[src/rtl/ahb_lite_gpio.sv]
// AHB-Lite GPIO slave: board ID registers, 6 LEDs, 5 debounced push-buttons with press-edge IRQ.
// Define SCR1_GPIO_DEBOUNCE_EN to put a stability counter behind each button synchronizer.
module ahb_lite_gpio #(
    parameter logic [31:0] SOC_ID          = 32'h0,
    parameter logic [31:0] BLD_ID          = 32'h0,
    parameter logic [31:0] CLK_FREQ        = 32'd27_000_000,
    parameter bit          BTN_ACTIVE_LOW  = 1'b1,
    parameter logic [15:0] DEBOUNCE_CYCLES = 16'd50000
) (
    input  logic        clk,
    input  logic        rst_n,
    input  logic        hsel,
    input  logic [31:0] haddr,
    input  logic [1:0]  htrans,
    input  logic [2:0]  hsize,
    input  logic        hwrite,
    input  logic [31:0] hwdata,
    input  logic        hready_in,
    output logic [31:0] hrdata,
    output logic        hreadyout,
    output logic        hresp,
    input  logic [4:0]  btn_i,
    output logic [5:0]  led_o,
    output logic        irq_o
);
    typedef enum logic [1:0] {ST_IDLE, ST_DATA, ST_ERR1, ST_ERR2} state_t;

    state_t      state_reg, state_next;
    logic [2:0]  offset_reg;
    logic        write_reg;
    logic        lane0_reg;
    logic [5:0]  led_reg;
    logic [4:0]  irq_en_reg;
    logic [4:0]  pend_reg, pend_next;
    logic        irq_reg;
    logic [4:0]  btn_pol, sync1_reg, sync2_reg, btn_db, btn_prev_reg, btn_rise;
    logic        accept, bad_xfer, lane0_in, wr_en;
    logic [4:0]  w1c_mask;
    logic [31:0] rd_data;
    logic        unused_bits;
    genvar       gi;

    assign unused_bits = &{1'b0, haddr[31:5], htrans[0], hwdata[31:8], DEBOUNCE_CYCLES};

    // ERR1 drives hreadyout low, so no address phase can complete in it.
    assign accept   = hsel & htrans[1] & hready_in & (state_reg != ST_ERR1);
    assign bad_xfer = (hsize > 3'd2) | (haddr[4:2] == 3'd7);
    assign lane0_in = (hsize == 3'd2)
                    | ((hsize == 3'd1) & ~haddr[1])
                    | ((hsize == 3'd0) & (haddr[1:0] == 2'b00));

    always_comb begin
        state_next = state_reg;
        hreadyout  = 1'b1;
        hresp      = 1'b0;
        case (state_reg)
            ST_ERR1: begin
                hreadyout  = 1'b0;
                hresp      = 1'b1;
                state_next = ST_ERR2;
            end
            default: begin
                hresp = (state_reg == ST_ERR2);
                if (accept) begin
                    state_next = bad_xfer ? ST_ERR1 : ST_DATA;
                end else begin
                    state_next = ST_IDLE;
                end
            end
        endcase
    end

    always_ff @(posedge clk or negedge rst_n) begin
        if (!rst_n) begin
            state_reg  <= ST_IDLE;
            offset_reg <= 3'd0;
            write_reg  <= 1'b0;
            lane0_reg  <= 1'b0;
        end else begin
            state_reg <= state_next;
            if (accept) begin
                offset_reg <= haddr[4:2];
                write_reg  <= hwrite;
                lane0_reg  <= lane0_in;
            end
        end
    end

    // Every DATA cycle completes, so the write lands on the edge that ends it.
    assign wr_en     = (state_reg == ST_DATA) & write_reg & lane0_reg;
    assign w1c_mask  = (wr_en && offset_reg == 3'd6) ? hwdata[4:0] : 5'd0;
    assign pend_next = (pend_reg & ~w1c_mask) | btn_rise;

    always_ff @(posedge clk or negedge rst_n) begin
        if (!rst_n) begin
            led_reg      <= 6'd0;
            irq_en_reg   <= 5'd0;
            pend_reg     <= 5'd0;
            irq_reg      <= 1'b0;
            sync1_reg    <= 5'd0;
            sync2_reg    <= 5'd0;
            btn_prev_reg <= 5'd0;
        end else begin
            if (wr_en && offset_reg == 3'd3) led_reg <= hwdata[5:0];
            if (wr_en && offset_reg == 3'd5) irq_en_reg <= hwdata[4:0];
            pend_reg     <= pend_next;
            irq_reg      <= |(pend_reg & irq_en_reg);
            sync1_reg    <= btn_pol;
            sync2_reg    <= sync1_reg;
            btn_prev_reg <= btn_db;
        end
    end

    assign btn_pol  = BTN_ACTIVE_LOW ? ~btn_i : btn_i;
    assign btn_rise = btn_db & ~btn_prev_reg;

`ifdef SCR1_GPIO_DEBOUNCE_EN
    localparam int CNT_W = $clog2(DEBOUNCE_CYCLES) + 1;
    localparam logic [CNT_W-1:0] CNT_LAST = CNT_W'(DEBOUNCE_CYCLES - 16'd1);

    generate
        for (gi = 0; gi < 5; gi++) begin : g_debounce
            logic [CNT_W-1:0] cnt_reg;
            logic             db_reg;

            always_ff @(posedge clk or negedge rst_n) begin
                if (!rst_n) begin
                    cnt_reg <= '0;
                    db_reg  <= 1'b0;
                end else if (sync2_reg[gi] == db_reg) begin
                    cnt_reg <= '0;
                end else if (cnt_reg == CNT_LAST) begin
                    cnt_reg <= '0;
                    db_reg  <= sync2_reg[gi];
                end else begin
                    cnt_reg <= cnt_reg + CNT_W'(1);
                end
            end

            assign btn_db[gi] = db_reg;
        end
    endgenerate
`else
    generate
        for (gi = 0; gi < 5; gi++) begin : g_nodebounce
            assign btn_db[gi] = sync2_reg[gi];
        end
    endgenerate
`endif

    always_comb begin
        rd_data = 32'd0;
        if (state_reg == ST_DATA) begin
            case (offset_reg)
                3'd0:    rd_data = SOC_ID;
                3'd1:    rd_data = BLD_ID;
                3'd2:    rd_data = CLK_FREQ;
                3'd3:    rd_data = {26'd0, led_reg};
                3'd4:    rd_data = {27'd0, btn_db};
                3'd5:    rd_data = {27'd0, irq_en_reg};
                3'd6:    rd_data = {27'd0, pend_reg};
                default: rd_data = 32'd0;
            endcase
        end
    end

    assign hrdata = rd_data;
    assign led_o  = led_reg;
    assign irq_o  = irq_reg;
endmodule
[config.mk]
export PLATFORM = sky130hd
export DESIGN_NAME = ahb_lite_gpio
export DESIGN_NICKNAME = d
export VERILOG_FILES = /design/src/rtl/ahb_lite_gpio.sv
export SDC_FILE = /design/constraint.sdc
export NUM_CORES = 1
export LEC_CHECK = 0
export ABC_CLOCK_PERIOD_IN_PS = 1500
export CAP_MARGIN = 0
export CORE_MARGIN = 2
export CORE_UTILIZATION = 33
export DETAILED_ROUTE_END_ITERATION = 8
export PLACE_DENSITY_LB_ADDON = 0.2
export SETUP_SLACK_MARGIN = 0.3
export SLEW_MARGIN = 20
export SYNTH_ARGS = -nofsm -noshare
export SYNTH_HDL_FRONTEND = slang
export SYNTH_SLANG_ARGS = --single-unit
[constraint.sdc]
create_clock -name clk -period 1.5 [get_ports clk]
set_clock_uncertainty 0.15 [all_clocks]
set_input_delay 0.3 -clock clk [delete_from_list [all_inputs] [get_ports clk]]
set_output_delay 0.3 -clock clk [all_outputs]
set_load 0.005 [all_outputs]
==> impl_metrics.yaml, run 1 <==
run_status:
  status: "finished with violations"
  violations: "negative setup slack"
floorplanning:
  ios: 120
  rows: 27
  design.die.area_um2: 6206
  die_height_um: 78.78
  die_x_um: 78.78
  start_util_pct: 33.93
  coreArea_um2: 5439
global_route:
  grt_pass1_vias: 1518
  use_met2_pct: 25.30
  grt_max_degree: 40
  grt-ovfl-total: 0
  met1_usage_pct: 19.84
  grt_pass1_wl_um: 7479
  gr-usage-all-layers_pct: 15.48
  grt.met3_usage_pct: 3.864
  grt_busiest_layer: "met2"
  antenna_found_initial: 0
clocking:
  clk_latency_ns: 0.28
  h-tree-depth: 2
  root_buffer: "clkbuf_8"
  cts_sinks: 39
  cts_made_buffers: 5
  clock_path_buffers: 2
  clk_pin_slew_ns: 0.08
  cts_tree: "done"
placement:
  hpwl_um: 2988
  gp_congestion: 0.8305
  port-buffer-count: 53
synth:
  synthCells: 152
  ys_types: 28
  ys_warn_count: 0
  synth_ff_type: "dfrtp_1"
  synth-xor-area-share_pct: 0
  yosys.area_share.adder_pct: 0
  syn_area_per_cell_um2: 12.14
  synthArstFlopShare_pct: 100.0
  yosys_register_bits: 39
  synthMuxAreaShare_pct: 11.39
  synth_area_leaders: "dfrtp_1, buf_4, mux2_4"
  synthSimpleGateAreaFrac_pct: 8.678
  synth_top_cell_by_area: "dfrtp_1"
  synth_compound_area_share_pct: 11.25
  synth_edf_count: 0
  synth_top_area_share_pct: 52.88
  yosysSeqAreaShare_pct: 52.88
  syn_area_um2: 1846
  synth_top_family_by_area: "buffers and inverters"
route:
  drtAntennaViolNets: 0
  via_count: 1488
  drc: 0
  routed_via_density: 4.537
  dr.pass1.iters: 4
  drt-wirelength-per-cell_um: 15.27
  drtIter0Drc: 94
  wl_um: 5008
setup_path:
  path_cells: "buf_6, buf_6, and4bb_2, buf_6, buf_6, buf_6"
  worst_path_max_delay_cell: "dfrtp_2"
  worstPathRequired_ns: 1.05
  ff2ff_setup_slack_ns: -0.33
  cp.buffers_inverters: 5
  cp-end-kind: "output port"
  crit_arrival_ns: 1.64
  worst_path_most_repeated_cell: "buf_6"
  cp_top_family: "buffers and inverters"
  slowest_delay_ns: 0.47
  r2r_start: "state_reg[1]"
  r2r_end: "led_o[2]"
  crit_path_start_kind: "flop"
  critPathMaxFanout: 5
  r2r.worst_path.cells: 5
  critPathKind: "reg2out"
cells_and_area:
  largest_register_ffs: 6
  fillerInstances: 442
  area_delta_synth_final_pct: 67.32
  layout-drive-gt1-share_pct: 55.86
  fin_nets: 334
  antenna_cells: 0
sta:
  hold_viol: 0
  rsz0062_at_grt: "true"
  holdWs_ns: 0.2009
  setup-violations-final: 43
  fin_ws_ns: -0.5903
  post-route-period-util_pct: 139.4
  slew_violations: 0
  fin_setup_tns_ns: -15.98
  min_period_ns: 2.090
  timing.fmax_mhz: 478.4
hold_path:
  hold_class: "reg2reg"
  hold_depth: 0
  whs_endpoint: "btn_db[1]"
  hold_path_startpoint: "sync1_reg[1]"
run:
  maxCapViolations: 0
power_and_ir_drop:
  power.density_nw_per_um2: 1331
  ir_drop_mv: 0.7534
  p_leak_nw: 1.483
  power_w: 0.004109
==> worst register-to-register path, cell delays in order (launching register included) <==
cell	delay (ns)
dfrtp_1	0.42
buf_6	0.13
buf_6	0.10
and4b_2	0.32
and2_4	0.25
mux2_4	0.32
==> where the power goes <==
group	internal, W	switching [W]	total (W)
Clock	0.000325	0.000349	0.000674
Sequential	0.00123	0.000177	0.00141
Combinational	0.00131	0.000717	0.00202
Total	0.00287	0.00124	0.00411
==> cell usage in the layout (no fill, tap or decap), drive strengths merged, types with 2 or more instances in the layout <==
cell | synthesis | final
clkbuf | 1 | 6
o21ai | 2 | 2
and3b | 3 | 3
and2 | 2 | 2
nand3 | 8 | 8
clkdlybuf4s50 | 0 | 23
inv | 11 | 11
mux2 | 15 | 15
and4bb | 1 | 2
a21oi | 7 | 7
nor2b | 3 | 3
dfrtp | 39 | 39
nand2 | 2 | 2
conb | 1 | 12
nor2 | 2 | 2
a22o | 5 | 5
a22oi | 11 | 11
buf | 31 | 92
==> metrics by stage <==
stage	cells	setup WS (ns)	util, %	area [um2]
4_1_cts	322	-0.4881	54.18	2947
6_report	328	-0.5903	56.77	3088
2_1_floorplan	163	-0.04785	-	1906
3_3_place_gp	285	-0.5520	45.89	2496
5_1_grt	328	-0.6381	56.77	3088
3_5_place_dp	285	-0.5995	45.89	2496
==> cells in the mapped netlist, types with 3 or more instances <==
master    n
dfrtp_1  39
buf_4    25
a22oi_1  11
inv_1    11
mux2_4   11
nand3_1   8
a21oi_1   7
a22o_1    5
buf_6     4
mux2_2    4
and3b_1   3
nor2b_1   3
==> worst max path at each step <==
stage / slack [ns] / to / from / depth (start not counted)
after CTS: -0.49 / hrdata[0] / offset_reg[2] / 6
final: -0.59 / hrdata[11] / offset_reg[0] / 6
after global placement: -0.55 / hrdata[0] / offset_reg[2] / 4
after floorplan: -0.05 / irq_en_reg[0] / offset_reg[1] / 5
after detailed placement: -0.60 / hrdata[3] / offset_reg[2] / 4
after global routing: -0.64 / hrdata[11] / offset_reg[0] / 6
==> layer usage <==
layer | wire length [um] | share of wire [%]
met1 | 2036 | 41
met2 | 2638 | 53
met3 | 222 | 4.4
met4 | 112 | 2.2
met5 | 0 | 0
==> cell families (layout without fill, tap and decap cells) <==
kind of cell    Yosys count  after routing
buf+inv                  43            135
flops                    39             39
compound gates           29             29
simple gates             25             26
mux                      15             15
other cells               1             12
==> timing repair <==
| action | in CTS | in global routing |
|---|---|---|
| hold endpoints to repair | 39 | 0 |
| resized for setup | 178 | 22 |
| hold buffers | 1 | 0 |
| pin swaps | 21 | 15 |
| endpoints found under the setup margin | 52 | 52 |
| setup buffers | 27 | 6 |
| cloned | 1 | 0 |
==> cell type report <==
type	instances	area (um2)	share of cell area [%]
Clock buffer	6	72.57	2.350
Clock inverter	2	12.51	0.4052
Inverter	11	41.29	1.337
Timing Repair Buffer	116	1129	36.55
Tap cell	72	90.09	2.917
Multi-Input combinational cell	82	763.2	24.72
Sequential cell	39	979.7	31.73
No activity file was read; power rests on OpenSTA's default activity.
==> run 2: changes to the inputs <==
CORE_UTILIZATION = 34   (was 33)
CTS_BUF_LIST = sky130_fd_sc_hd__clkbuf_4 sky130_fd_sc_hd__clkbuf_8   (was unset)
==> run 2 against run 1 <==
Against the previous run: the run still ends with negative setup slack left; non-clock buffer count decreased by 7; worst hold slack got worse by 0.0025 ns; sequential share of layout area about the same; wire length increased by 0.50%; flip-flop and latch count unchanged; final area decreased by 0.36%; critical path depth increased by 1; maximum frequency increased by 3.3%; register-to-register slack got worse by 0.07 ns; highest routed layer unchanged; sequential power about the same; combinational power about the same; first-iteration DRC count decreased by 45%.
==> impl_metrics.yaml, run 2 (synthesis results as in run 1) <==
run_status:
  status: "finished with violations"
  violations: "negative setup slack"
placement:
  port-buffer-count: 53
  dp.cells: 279
  hpwl_um: 3095
  gp_congestion: 0.8293
clocking:
  h-tree-depth: 2
  clk_latency_ns: 0.29
  cts_sinks: 39
  clk_pin_slew_ns: 0.07
  root_buffer: "clkbuf_8"
  cts_tree: "done"
  clock_path_buffers: 2
  cts_made_buffers: 5
sta:
  hold_viol: 0
  rsz0062_at_grt: "true"
  min_period_ns: 2.024
  post-route-period-util_pct: 134.9
  holdWs_ns: 0.1984
  fin_ws_ns: -0.5237
  slew_violations: 0
  timing.fmax_mhz: 494.1
  setup-violations-final: 44
global_route:
  antenna_found_initial: 0
  grt_pass1_vias: 1591
  met1_usage_pct: 20.33
  grt-ovfl-total: 0
  use_met2_pct: 28.19
  grt_max_degree: 19
  grt_pass1_wl_um: 7976
  grt_busiest_layer: "met2"
  grt.met3_usage_pct: 5.000
  gr-usage-all-layers_pct: 17.35
power_and_ir_drop:
  p_sw_share_pct: 29.83
  p_leak_nw: 1.462
  p_int_w: 0.002984
  p_clk_share_pct: 20.2
  p_switching_w: 0.001268
  p_comb_share_pct: 47.1
  seqPwrFrac_pct: 32.6
  ir_drop_mv: 0.8811
  power.density_nw_per_um2: 1382
cells_and_area:
  antenna_cells: 0
  layoutNonFillerInstCount: 318
  area_delta_synth_final_pct: 66.71
  final_common_cell: "buf_6"
  fillerInstances: 407
  fin_nets: 327
  fin_util_pct: 59.48
  layout-drive-gt1-share_pct: 58.06
  mostFrequentLayoutCells: "buf_6, dfrtp_1, clkdlybuf4s50_1"
  multi_input_area_um2: 799.5
  largest_register_ffs: 6
  seq_area_um2: 977.2
floorplanning:
  die_height_um: 77.68
  start_util_pct: 35.68
  die_x_um: 77.68
  ios: 120
  rows: 26
  coreArea_um2: 5172
  design.die.area_um2: 6033
setup_path:
  crit_arrival_ns: 1.57
  crit_path_start_kind: "flop"
  cp-end-kind: "output port"
  critPathKind: "reg2out"
  worstPathRequired_ns: 1.05
  critPathMaxFanout: 5
route:
  via_count: 1467
  routed_via_density: 4.613
  drc: 0
  drtAntennaViolNets: 0
  drt-wirelength-per-cell_um: 15.83
  dr.pass1.iters: 4
  wl_um: 5033
  drtIter0Drc: 52
hold_path:
  hold_class: "reg2reg"
run:
  maxCapViolations: 0
[run 2: power by group through the flow]
stage	clock, W	sequential (W)	combinational (W)
after floorplan	0	0.00137	0.000599
after global placement	0	0.00136	0.00113
after detailed placement	0	0.00137	0.00115
after CTS	0.000883	0.00137	0.00182
after global routing	0.000938	0.00141	0.00213
final	0.000860	0.00139	0.00200
[run 2: path summary, 6_finish.rpt]
path | start | end | slack, ns | cells past startpoint
worst max-delay path | offset_reg[1] | hrdata[4] | -0.52 | 7
worst min-delay path | sync1_reg[1] | btn_db[1] | 0.20 | 0
worst max register to register | state_reg[1] | led_o[1] | -0.40 | 6
worst min register to register | sync1_reg[1] | btn_db[1] | 0.20 | 0
max in group asynchronous | rst_n | offset_reg[1] | 0.39 | 3
min in group asynchronous | rst_n | led_o[3] | 0.33 | 2
[run 2: layer usage]
| metal | wire (um) | vias up |
|---|---|---|
| met5 | 0 | - |
| met4 | 167 | 0 |
| met2 | 2559 | 52 |
| met3 | 229 | 16 |
| li1 | - | 685 |
| met1 | 2077 | 714 |
[run 2: through the flow]
stage                     total power [W]  setup TNS [ns]  worst slack [ns]  cell area [um2]
final                            0.004252          -16.11           -0.5237             3077
after global routing             0.004470          -17.94           -0.5832             3077
after CTS                        0.004070          -14.13           -0.4792             3013
after detailed placement         0.002523          -14.09           -0.5966             2464
after global placement           0.002485          -12.56           -0.5445             2464
after floorplan                  0.001966         -0.5498          -0.04785             1906
[run 2: critical path, stage by stage (launching register included)]
cell      delay, ns
dfrtp_2        0.44
buf_6          0.14
nand3_2        0.06
o211ai_1       0.10
buf_4          0.18
buf_6          0.12
a21oi_2        0.11
buf_2          0.13
[run 2: final cells by class]
| cell class | instances | share of cell area [%] |
|---|---|---|
| Clock buffer | 6 | 2.481 |
| Clock inverter | 1 | 0.9760 |
| Inverter | 11 | 1.342 |
| Multi-Input combinational cell | 82 | 25.99 |
| Sequential cell | 39 | 31.76 |
| Tap cell | 70 | 2.847 |
| Timing Repair Buffer | 109 | 34.61 |
[run 2: repair_timing]
item / CTS / global route
cloned: 1 / 0
hold buffers: 1 / 0
hold endpoints to repair: 16 / 0
setup endpoints to repair: 51 / 53
pin swaps: 16 / 10
buffers inserted: 27 / 3
gates resized for setup: 193 / 14
